## src/rtl/sorter_pkg.sv

```systemverilog
// Shared helpers for the pipelined bitonic sorter: layer count, key ordering
// and the compare-exchange wiring of each bitonic layer.
package sorter_pkg;

  localparam int MAX_W  = 64;
  localparam int MAX_IW = 8;

  typedef struct packed {
    logic [3:0] p;
    logic [3:0] q;
  } layer_t;

  function automatic int num_layers(input int log_k);
    return log_k * (log_k + 1) / 2;
  endfunction

  // Signed value first, original index as tie-break: distinct tags make this a strict order.
  function automatic logic key_gt(input logic signed [MAX_W-1:0]  a_val,
                                  input logic        [MAX_IW-1:0] a_idx,
                                  input logic signed [MAX_W-1:0]  b_val,
                                  input logic        [MAX_IW-1:0] b_idx);
    return (a_val > b_val) || ((a_val == b_val) && (a_idx > b_idx));
  endfunction

  // Layers are numbered merge stage p outer, substage q = p..0 inner.
  function automatic layer_t layer_coord(input int layer);
    layer_t res;
    int     cnt;
    res = '0;
    cnt = 0;
    for (int p = 0; p < 8; p++) begin
      for (int q = p; q >= 0; q--) begin
        if (cnt == layer) begin
          res.p = 4'(p);
          res.q = 4'(q);
        end
        cnt++;
      end
    end
    return res;
  endfunction

  // Lower lane of exchanger c in a substage with partner distance 2^q.
  function automatic int cas_lo_index(input int q, input int c);
    return ((c >> q) << (q + 1)) | (c & ((1 << q) - 1));
  endfunction

  function automatic int cas_partner(input int q, input int lo);
    return lo + (1 << q);
  endfunction

  function automatic bit cas_desc(input int p, input int lo);
    return ((lo >> (p + 1)) & 1) != 0;
  endfunction

endpackage

```

## src/rtl/bitonic_cas.sv

```systemverilog
// One combinational compare-exchange on {value, index} pairs.
// Ascending puts the smaller key on x; descending puts the larger key on x.
module bitonic_cas
  import sorter_pkg::*;
#(
  parameter int N    = 7,
  parameter int IW   = 3,
  parameter bit DESC = 1'b0
) (
  input  logic signed [N-1:0]  a_val,
  input  logic        [IW-1:0] a_idx,
  input  logic signed [N-1:0]  b_val,
  input  logic        [IW-1:0] b_idx,
  output logic signed [N-1:0]  x_val,
  output logic        [IW-1:0] x_idx,
  output logic signed [N-1:0]  y_val,
  output logic        [IW-1:0] y_idx
);

  logic a_gt_b;
  logic swap;

  assign a_gt_b = key_gt({{(MAX_W-N){a_val[N-1]}}, a_val}, {{(MAX_IW-IW){1'b0}}, a_idx},
                         {{(MAX_W-N){b_val[N-1]}}, b_val}, {{(MAX_IW-IW){1'b0}}, b_idx});
  assign swap   = a_gt_b ^ DESC;

  assign x_val = swap ? b_val : a_val;
  assign x_idx = swap ? b_idx : a_idx;
  assign y_val = swap ? a_val : b_val;
  assign y_idx = swap ? a_idx : b_idx;

endmodule

```

## src/rtl/pipelined_bitonic_sorter.sv

```systemverilog
// Fully pipelined bitonic sorter: input register, then one register bank after
// every compare-exchange layer; the network always sorts ascending.
module pipelined_bitonic_sorter
  import sorter_pkg::*;
#(
  parameter int N     = 7,
  parameter int LOG_K = 3
) (
  input  logic                    clk,
  input  logic                    rst_n,
  input  logic                    in_valid,
  output logic                    in_ready,
  input  logic                    in_desc,
  input  logic [(1<<LOG_K)*N-1:0] in_data,
  output logic                    out_valid,
  input  logic                    out_ready,
  output logic                    out_desc,
  output logic [(1<<LOG_K)*N-1:0] out_data,
  output logic [(1<<LOG_K)*LOG_K-1:0] out_idx
);

  localparam int K = 1 << LOG_K;
  localparam int L = num_layers(LOG_K);

  logic signed [N-1:0]     st_val   [L+1][K];
  logic        [LOG_K-1:0] st_idx   [L+1][K];
  logic                    st_valid [L+1];
  logic                    st_desc  [L+1];

  logic signed [N-1:0]     lay_val  [L][K];
  logic        [LOG_K-1:0] lay_idx  [L][K];

  logic advance;

  assign advance   = !st_valid[L] || out_ready;
  assign in_ready  = advance;
  assign out_valid = st_valid[L];
  assign out_desc  = st_desc[L];

  for (genvar l = 0; l < L; l++) begin : g_layer
    localparam layer_t LC = layer_coord(l);
    for (genvar c = 0; c < K/2; c++) begin : g_cas
      localparam int LO = cas_lo_index(int'(LC.q), c);
      localparam int HI = cas_partner(int'(LC.q), LO);
      bitonic_cas #(
        .N    (N),
        .IW   (LOG_K),
        .DESC (cas_desc(int'(LC.p), LO))
      ) u_cas (
        .a_val (st_val[l][LO]),
        .a_idx (st_idx[l][LO]),
        .b_val (st_val[l][HI]),
        .b_idx (st_idx[l][HI]),
        .x_val (lay_val[l][LO]),
        .x_idx (lay_idx[l][LO]),
        .y_val (lay_val[l][HI]),
        .y_idx (lay_idx[l][HI])
      );
    end
  end

  // Data follows the valid bits unconditionally; bubbles carry stale values.
  always_ff @(posedge clk or negedge rst_n) begin
    if (!rst_n) begin
      for (int s = 0; s <= L; s++) begin
        st_valid[s] <= 1'b0;
        st_desc[s]  <= 1'b0;
        for (int e = 0; e < K; e++) begin
          st_val[s][e] <= '0;
          st_idx[s][e] <= '0;
        end
      end
    end else if (advance) begin
      st_valid[0] <= in_valid;
      st_desc[0]  <= in_desc;
      for (int e = 0; e < K; e++) begin
        st_val[0][e] <= in_data[e*N +: N];
        st_idx[0][e] <= LOG_K'(e);
      end
      for (int s = 1; s <= L; s++) begin
        st_valid[s] <= st_valid[s-1];
        st_desc[s]  <= st_desc[s-1];
        for (int e = 0; e < K; e++) begin
          st_val[s][e] <= lay_val[s-1][e];
          st_idx[s][e] <= lay_idx[s-1][e];
        end
      end
    end
  end

  // Descending is the slot-reversed ascending result.
  always_comb begin
    out_data = '0;
    out_idx  = '0;
    for (int s = 0; s < K; s++) begin
      if (st_desc[L]) begin
        out_data[s*N +: N]         = st_val[L][K-1-s];
        out_idx[s*LOG_K +: LOG_K]  = st_idx[L][K-1-s];
      end else begin
        out_data[s*N +: N]         = st_val[L][s];
        out_idx[s*LOG_K +: LOG_K]  = st_idx[L][s];
      end
    end
  end

endmodule

```

## config.mk

```make
export PLATFORM = sky130hd
export DESIGN_NAME = pipelined_bitonic_sorter
export DESIGN_NICKNAME = d
export VERILOG_FILES = /design/src/rtl/sorter_pkg.sv /design/src/rtl/bitonic_cas.sv /design/src/rtl/pipelined_bitonic_sorter.sv
export SDC_FILE = /design/constraint.sdc
export NUM_CORES = 1
export LEC_CHECK = 0
export ABC_AREA = 1
export CORE_UTILIZATION = 25
export DETAILED_ROUTE_END_ITERATION = 8
export SLEW_MARGIN = 15
export SYNTH_ARGS = -nofsm -noshare
export SYNTH_HDL_FRONTEND = slang
export SYNTH_SLANG_ARGS = --single-unit
```

## constraint.sdc

```tcl
create_clock -name clk -period 2.2 [get_ports clk]
set_clock_uncertainty 0.1 [all_clocks]
set_input_delay 0.44 -clock clk [delete_from_list [all_inputs] [get_ports clk]]
set_output_delay 0.44 -clock clk [all_outputs]
set_load 0.02 [all_outputs]
```

* After elaboration in Yosys (flattened, before gate mapping)
Index checks and enable logic that the tools add are counted.
Storage, ports and cells: input bits 61, register bits 553, output and inout port bits 83
Cells by class: order comparisons 48, mux-type cells 112, reduce and logical (&&, ||, !) cells 50, equality and inequality tests 24
Operators with widths (count):
- $mux 7 | 56
- $eq 7x7->1 | 24
- $gt 7x7->1 | 24
- $mux 3 | 52
- $gt 3x3->1 | 22
- $logic_or 1x1->1 | 25
- $logic_and 1x1->1 | 24
- $mux 2 | 2
- $gt 2x2->1 | 1
- $mux 1 | 2
- $gt 1x1->1 const A | 1
- $logic_not 1->1 | 1

* Longest topological paths before layout
Gate-level depths: netlist of the first run.
depth after elaboration 4, mapped depth 14, gate-level depth less buffers 13

* By module
Synthesis of the first run repeated with hierarchy kept, for this count alone.
Second synthesis, totals: cells, all modules 5513, area, all modules 39678.1 µm²
Modules (own cells, without submodules):
- pipelined_bitonic_sorter | area each 22542.9 µm², seq. area each 13788.2 µm², times used 1, cells each 2605
- bitonic_cas at g_layer[0].g_cas[0].u_cas ... | area each 704.4 µm², seq. area each 0.0 µm², times used 16, cells each 121
- bitonic_cas at g_layer[0].g_cas[1].u_cas ... | area each 710.7 µm², seq. area each 0.0 µm², times used 6, cells each 121
- bitonic_cas at g_layer[5].g_cas[2].u_cas | area each 857.1 µm², seq. area each 0.0 µm², times used 1, cells each 125
- bitonic_cas at g_layer[5].g_cas[3].u_cas | area each 743.2 µm², seq. area each 0.0 µm², times used 1, cells each 121

* Worst setup path after synthesis of the first run
No wires, ideal clock.
path kind register to output, start reg st_desc (netlist bit out_desc), end out out_data[5], path slack 0.023 ns, stages on the path, launching flop included 5, data arrival time 1.637 ns, path through dfrtp_1 -> clkbuf_1 -> clkinv_1 -> clkbuf_1 -> o21ai_0
On the way: longest elaborated chain between the ends 1
Ends and longest elaborated chain:
- from (decl) | RTL line pipelined_bitonic_sorter.sv:28 | logic st_desc [L+1];
- from (signal, indexed assignment) | RTL line pipelined_bitonic_sorter.sv:82 | st_desc[s] <= st_desc[s-1];
- $mux 7 | RTL line pipelined_bitonic_sorter.sv:96 | if (st_desc[L]) begin
- to (decl) | RTL line pipelined_bitonic_sorter.sv:18 | output logic [(1<<LOG_K)*N-1:0] out_data,
Every way passes these cells.

* Worst setup path after layout of the first run
start reg st_desc (netlist bit out_desc), end out out_idx[3]
On the way: longest elaborated chain between the ends 1
Ends and longest elaborated chain:
- $mux 3 | RTL line pipelined_bitonic_sorter.sv:96
- to (decl) | RTL line pipelined_bitonic_sorter.sv:19 | output logic [(1<<LOG_K)*LOG_K-1:0] out_idx
Every way passes these cells.

==> impl_metrics.py, run 1 <==
metrics = {
    "outcome": {
        "run_status": "complete, but fails checks",
        "failed_checks": "negative setup slack",
    },
    "global_route": {
        "grt_max_degree": 78,
        "number_of_global_route_vias_before_repair": 27100,
        "grt_remaining_overflow": 0,
        "grt_usage_pct": 13.5,
        "grt_pass1_wl_um": 146000,
        "antenna_found_initial": 0,
    },
    "synth": {
        "synthCells": 4583,
        "post_synth.cell_area_avg_um2": 7.07,
        "yosys_register_bits": 526,
        "ys_warnings": 0,
        "syn-num-nets": 4857,
        "synth_top_cells_by_area": "dfrtp_1 41%, nand2_1 20%, nand3_1 14%",
        "synthDominantCellAreaShare_pct": 40.6,
        "synth_cell_types": 34,
        "sequential_to_total_area_share_from_yosys_stat_pct": 40.6,
        "synth_top_area_cell": "dfrtp_1",
        "synthesis.area_mm2": 0.0324,
    },
    "timing": {
        "max_fclk_mhz": 428,
        "timing.slew.headroom_pct": 67.7,
        "worst_slack_ns": -0.136,
        "number_of_setup_violations_in_the_final_report": 50,
        "grt_setup_unrepaired": "yes",
        "post-route-min-period_ns": 2.34,
        "period_share_pct": 106,
        "tightestPinTransition_ns": 0.483,
        "final-max-slew-violation-count": 0,
        "report.final.hold_viol_count": 0,
    },
    "die": {
        "fp.dieArea_mm2": 0.131,
        "die_h_um": 362,
        "core_area_mm2": 0.128,
        "row_count": 131,
        "starting_density_of_the_core_pct": 25.3,
        "die-width_um": 362,
        "floorplan.io_pins": 144,
    },
    "clock_network": {
        "clk_pin_slew_ns": 0.07,
        "number_of_buffers_created_by_cts": 54,
        "tritoncts": "done",
        "clock_insertion_delay_worst_skew_ns": 0.63,
        "clock_sink_count": 526,
        "cts_root_buffer": "clkbuf_16",
        "cts.path.max_buffers": 3,
        "clock_h_tree_levels": 2,
    },
    "cells_and_area": {
        "stdcell_count": 6514,
        "area_growth_pct": 22.3,
        "nNetsFinal": 5015,
        "fraction_of_final_layout_cells_sized_beyond_drive_strength_1_pct": 12.0,
        "design_area_mm2": 0.0397,
        "antenna_cells_inserted": 0,
    },
    "detailed_routing": {
        "drt_wl_total_um": 89600,
        "vias": 29300,
        "per_cell_routed_wire_length_um": 13.8,
        "post_drt_via_cell_ratio": 4.50,
        "drc_marker_count_from_the_first_detailed_route_iteration": 2254,
        "drtAntennaViolNets": 0,
        "first_pass_iters": 5,
        "remaining_drc_errors": 0,
    },
    "placed_design": {
        "numPortBuffers": 143,
        "detailedPlace.worstSlack_ns": -0.00725,
        "gpl.final_weighted_congestion": 0.873,
        "placed_area_mm2": 0.0368,
        "dp.final_hpwl_um": 67200,
        "placedCellCount": 6389,
    },
    "setup_path": {
        "worst_ep_arrival_time_ns": 1.80,
        "r2r_start": "st_val[328]",
        "required_ns": 1.66,
        "worstSetupStartpoint": "out_desc",
        "worst_setup_path_end_kind": "output port",
        "crit_path_max_fanout": 6,
        "setup.worst_path.class": "flop to output port",
        "critical_path.startpoint_type": "flop",
    },
    "hold_path": {
        "worstHoldPathType": "primary input to asynchronous set/reset pin",
    },
    "flow_run": {
        "maxCapViolations": 0,
    },
}
-- worst paths after layout --
check / depth (start not counted) / slack, ns / end
setup / recovery: 5 / -0.14 / out_idx[3]
hold / removal: 2 / 0.21 / st_val[309]
setup reg to reg: 9 / 0.09 / st_val[272]
hold reg to reg: 2 / 0.35 / out_valid
max in group asynchronous: 3 / 0.97 / out_desc
min in group clk: 3 / 0.27 / st_val[339]
-- final cells by class --
| type | count | area, µm² |
|---|---|---|
| Clock inverter | 16 | 186 |
| Timing Repair Buffer | 345 | 3570 |
| Tap cell | 1729 | 2160 |
| Fill cell | 13800 | 88500 |
| Multi-Input combinational cell | 3221 | 16700 |
| Sequential cell | 526 | 13200 |
| Clock buffer | 84 | 1670 |
| Inverter | 593 | 2240 |
-- cell usage in the layout, fill, tap and decap left out, drive strengths merged --
master	netlist	routed
clkinv	1	12
a21oi	64	64
or2	4	4
bufinv	0	4
o21bai	1	1
dfrtp	526	526
clkbuf	143	88
o31ai	4	4
dlygate4sd2	0	1
buf	101	279
o21ai	167	167
nor3	4	4
inv	592	592
dlygate4sd3	0	1
nand4	24	24
clkinvlp	0	1
nor2	31	31
nand2	1710	1711
o22ai	12	12
nand3	968	968
nand2b	1	1
ha	213	213
a21o	6	6
clkdlybuf4s50	0	60
nand3b	11	11
-- metrics by stage --
| stage | util [%] | hold WS (ns) | setup TNS, ns |
|---|---|---|---|
| final | 30.9 | 0.208 | -2.92 |
| after detailed placement | 28.7 | 0.275 | -0.0201 |
| after global routing | 30.9 | 0.228 | -8.96 |
| after floorplan | - | 0.0444 | 0 |
| after global placement | 28.7 | 0.274 | -0.0149 |
| after CTS | 30.2 | 0.191 | -9.33 |
-- routing by layer --
| layer | share of wire, % | vias up | GRT usage (%) |
|---|---|---|---|
| met5 | 0 | - | 0 |
| met3 | 3.7 | 105 | 1.55 |
| li1 | - | 15000 | - |
| met4 | 2.1 | 0 | 3.13 |
| met2 | 45 | 624 | 21.4 |
| met1 | 49 | 13600 | 19.4 |
-- sequential cells by signal, indices dropped and copies added, names as in the netlist --
register and count:
st_val 392, st_desc 6, st_idx 120, out_valid 1, out_desc 1, st_valid 6
-- critical path: stages (launching register included) --
cell	delay, ns
dfrtp_2	0.43
clkinv_4	0.12
buf_8	0.15
clkbuf_16	0.17
o21ai_4	0.16
buf_6	0.13
-- timing repair --
| item | 4_1_cts | 5_1_grt |
|---|---|---|
| gates cloned | 3 | 3 |
| pin swaps | 2 | 18 |
| resized for setup | 458 | 310 |
| setup endpoints to repair | 84 | 403 |
| hold buffers | 1 | 0 |
| endpoints found under the hold margin | 102 | 0 |
| buffers inserted | 5 | 13 |
-- cells by family after synthesis --
kind of cell    after synthesis  share of synthesized area, %
compound gates              254                          4.22
fa+ha+maj                   213                          8.22
buf+inv                     837                          10.3
flops                       526                          40.6
simple gates               2753                          36.6
-- cells in the mapped netlist, drive strengths merged --
cell	number
clkinv	1
inv	592
buf	101
nand2b	1
o21bai	1
o31ai	4
o22ai	12
nor2	31
a21oi	64
o21ai	167
nor3	4
clkbuf	143
nand2	1710
ha	213
nand4	24
nand3b	11
dfrtp	526
or2	4
nand3	968
a21o	6
Power of run 1 is not shown: default switching activity piles up to over one toggle a cycle in this logic, so the estimate is an artifact.
==> run 2: changes to the inputs <==
--- a/config.mk
+++ b/config.mk
@@ -8,6 +8,7 @@
 export ABC_AREA = 1
 export CORE_UTILIZATION = 25
 export DETAILED_ROUTE_END_ITERATION = 8
+export PLACE_DENSITY = 0.49
 export SLEW_MARGIN = 15
 export SYNTH_ARGS = -nofsm -noshare
 export SYNTH_HDL_FRONTEND = slang
==> run 2 against run 1 <==
Net effect:
- the flow still finishes with violations (negative setup slack)
- worst hold slack better by 0.012 ns
- largest cell class unchanged
- flip-flop and latch count stayed put
- first-iteration DRC count is 13% lower
- wire length is 9.7% higher
==> impl_metrics.py, run 2 (synthesis gave the netlist of run 1 again) <==
metrics = {
    "clock_network": {
        "number_of_buffers_created_by_cts": 58,
        "clock_sink_count": 526,
        "clock_h_tree_levels": 2,
        "clock_insertion_delay_worst_skew_ns": 0.65,
        "clk_pin_slew_ns": 0.06,
        "cts.path.max_buffers": 3,
        "tritoncts": "done",
        "cts_root_buffer": "clkbuf_16",
    },
    "placed_design": {
        "numPortBuffers": 143,
        "gpl.final_weighted_congestion": 0.843,
        "detailedPlace.worstSlack_ns": -0.0717,
        "dp.final_hpwl_um": 73500,
    },
    "cells_and_area": {
        "reg.largest.list": "st_val (392), st_idx (120)",
        "fraction_of_final_layout_cells_sized_beyond_drive_strength_1_pct": 14.7,
        "layout.cells.most_common": "nand2_1",
        "final_cell_mix": "1678 x nand2_1, 909 x nand3_1, 554 x inv_1",
        "nFillCells": 14000,
        "antenna_cells_inserted": 0,
        "largest-register": "st_val",
        "nNetsFinal": 5133,
        "largest_reg_flops": 392,
        "area_growth_pct": 26.1,
        "finish.utilization_pct": 31.9,
    },
    "hold_path": {
        "worstHoldPathType": "primary input to asynchronous set/reset pin",
    },
    "timing": {
        "final-max-slew-violation-count": 0,
        "tightestPinTransition_ns": 0.523,
        "max_fclk_mhz": 431,
        "period_share_pct": 105,
        "number_of_setup_violations_in_the_final_report": 68,
        "timing.slew.headroom_pct": 65.1,
        "report.final.hold_viol_count": 0,
        "post-route-min-period_ns": 2.32,
        "worst_slack_ns": -0.121,
        "grt_setup_unrepaired": "yes",
    },
    "global_route": {
        "grt_usage_pct": 14.6,
        "antenna_found_initial": 0,
        "grt_remaining_overflow": 0,
        "number_of_global_route_vias_before_repair": 27800,
        "grt_max_degree": 90,
        "grt_pass1_wl_um": 155000,
    },
    "die": {
        "starting_density_of_the_core_pct": 25.3,
        "floorplan.io_pins": 144,
        "fp.dieArea_mm2": 0.131,
        "die-width_um": 362,
        "core_area_mm2": 0.128,
        "row_count": 131,
        "die_h_um": 362,
    },
    "detailed_routing": {
        "first_pass_iters": 5,
        "drt_wl_total_um": 98300,
        "remaining_drc_errors": 0,
        "drc_marker_count_from_the_first_detailed_route_iteration": 1962,
        "vias": 29600,
        "post_drt_via_cell_ratio": 4.47,
        "drtAntennaViolNets": 0,
        "per_cell_routed_wire_length_um": 14.8,
    },
    "setup_path": {
        "crit_path_frequent_cell": "buf_8",
        "timing.critical_path.max_delay_family": "flip-flops",
        "setup.reg_to_reg.worst_slack_ns": 0.08,
        "reg2regPathDepth": 9,
        "timing.critical_path.slowest_stage_cell": "dfrtp_2",
        "r2r_start": "st_val[300]",
        "worstReg2RegEnd": "st_val[226]",
        "required_ns": 1.66,
        "critPathBufInv": 3,
        "worst_setup_path_end_kind": "output port",
        "crit_chain": "buf_8, buf_8, o21ai_1, buf_4",
        "setup.worst_path.class": "flop to output port",
        "worst_ep_arrival_time_ns": 1.78,
        "critical_path.startpoint_type": "flop",
        "crit_path_max_fanout": 14,
        "peak_per_stage_delay_on_the_critical_path_ns": 0.49,
    },
    "outcome": {
        "run_status": "complete, but fails checks",
        "failed_checks": "negative setup slack",
    },
    "flow_run": {
        "maxCapViolations": 0,
    },
}
run 2: area by class of cell:
class,count,area [µm²],share of cell area [%]
Clock buffer,93,1720,4.21
Clock inverter,12,181,0.444
Inverter,593,2240,5.48
Multi-Input combinational cell,3221,16800,41.0
Sequential cell,526,13200,32.3
Tap cell,1729,2160,5.29
Timing Repair Buffer,459,4620,11.3
run 2: timing repair:
action	CTS	global route
gates resized for setup	446	366
buffers inserted	0	21
setup endpoints to repair	94	422
gates cloned	0	17
endpoints found under the hold margin	63	0
hold buffers	1	0
pin swaps	0	27
run 2: worst max-delay path by stage:
| stage | start | endpoint | depth (start not counted) |
|---|---|---|---|
| finish | out_desc | out_data[28] | 4 |
| detailed placement | st_val[258] | st_val[202] | 11 |
| global placement | st_val[258] | st_val[202] | 11 |
| floorplan | out_desc | out_data[5] | 4 |
| global route | out_desc | out_data[55] | 5 |
| CTS | out_desc | out_data[20] | 3 |
run 2: stage by stage:
step / instance area, µm² / setup TNS, ns / hold slack [ns] / cells
2_1_floorplan: 32400 / 0 / 0.0444 / 4583
3_3_place_gp: 37700 / -0.164 / 0.291 / 6491
3_5_place_dp: 37700 / -0.181 / 0.290 / 6491
4_1_cts: 39300 / -8.90 / 0.194 / 6597
5_1_grt: 40900 / -12.99 / 0.223 / 6633
6_report: 40900 / -5.79 / 0.220 / 6633
run 2: per-layer routing:
layer	global-route usage, %	vias up	wire length, µm
met5	0	-	0
met1	20.3	13800	46500
met2	24.0	526	46000
met3	1.76	124	3530
met4	3.22	0	2290
li1	-	15200	-
Power of run 2 is left out for the same reason.
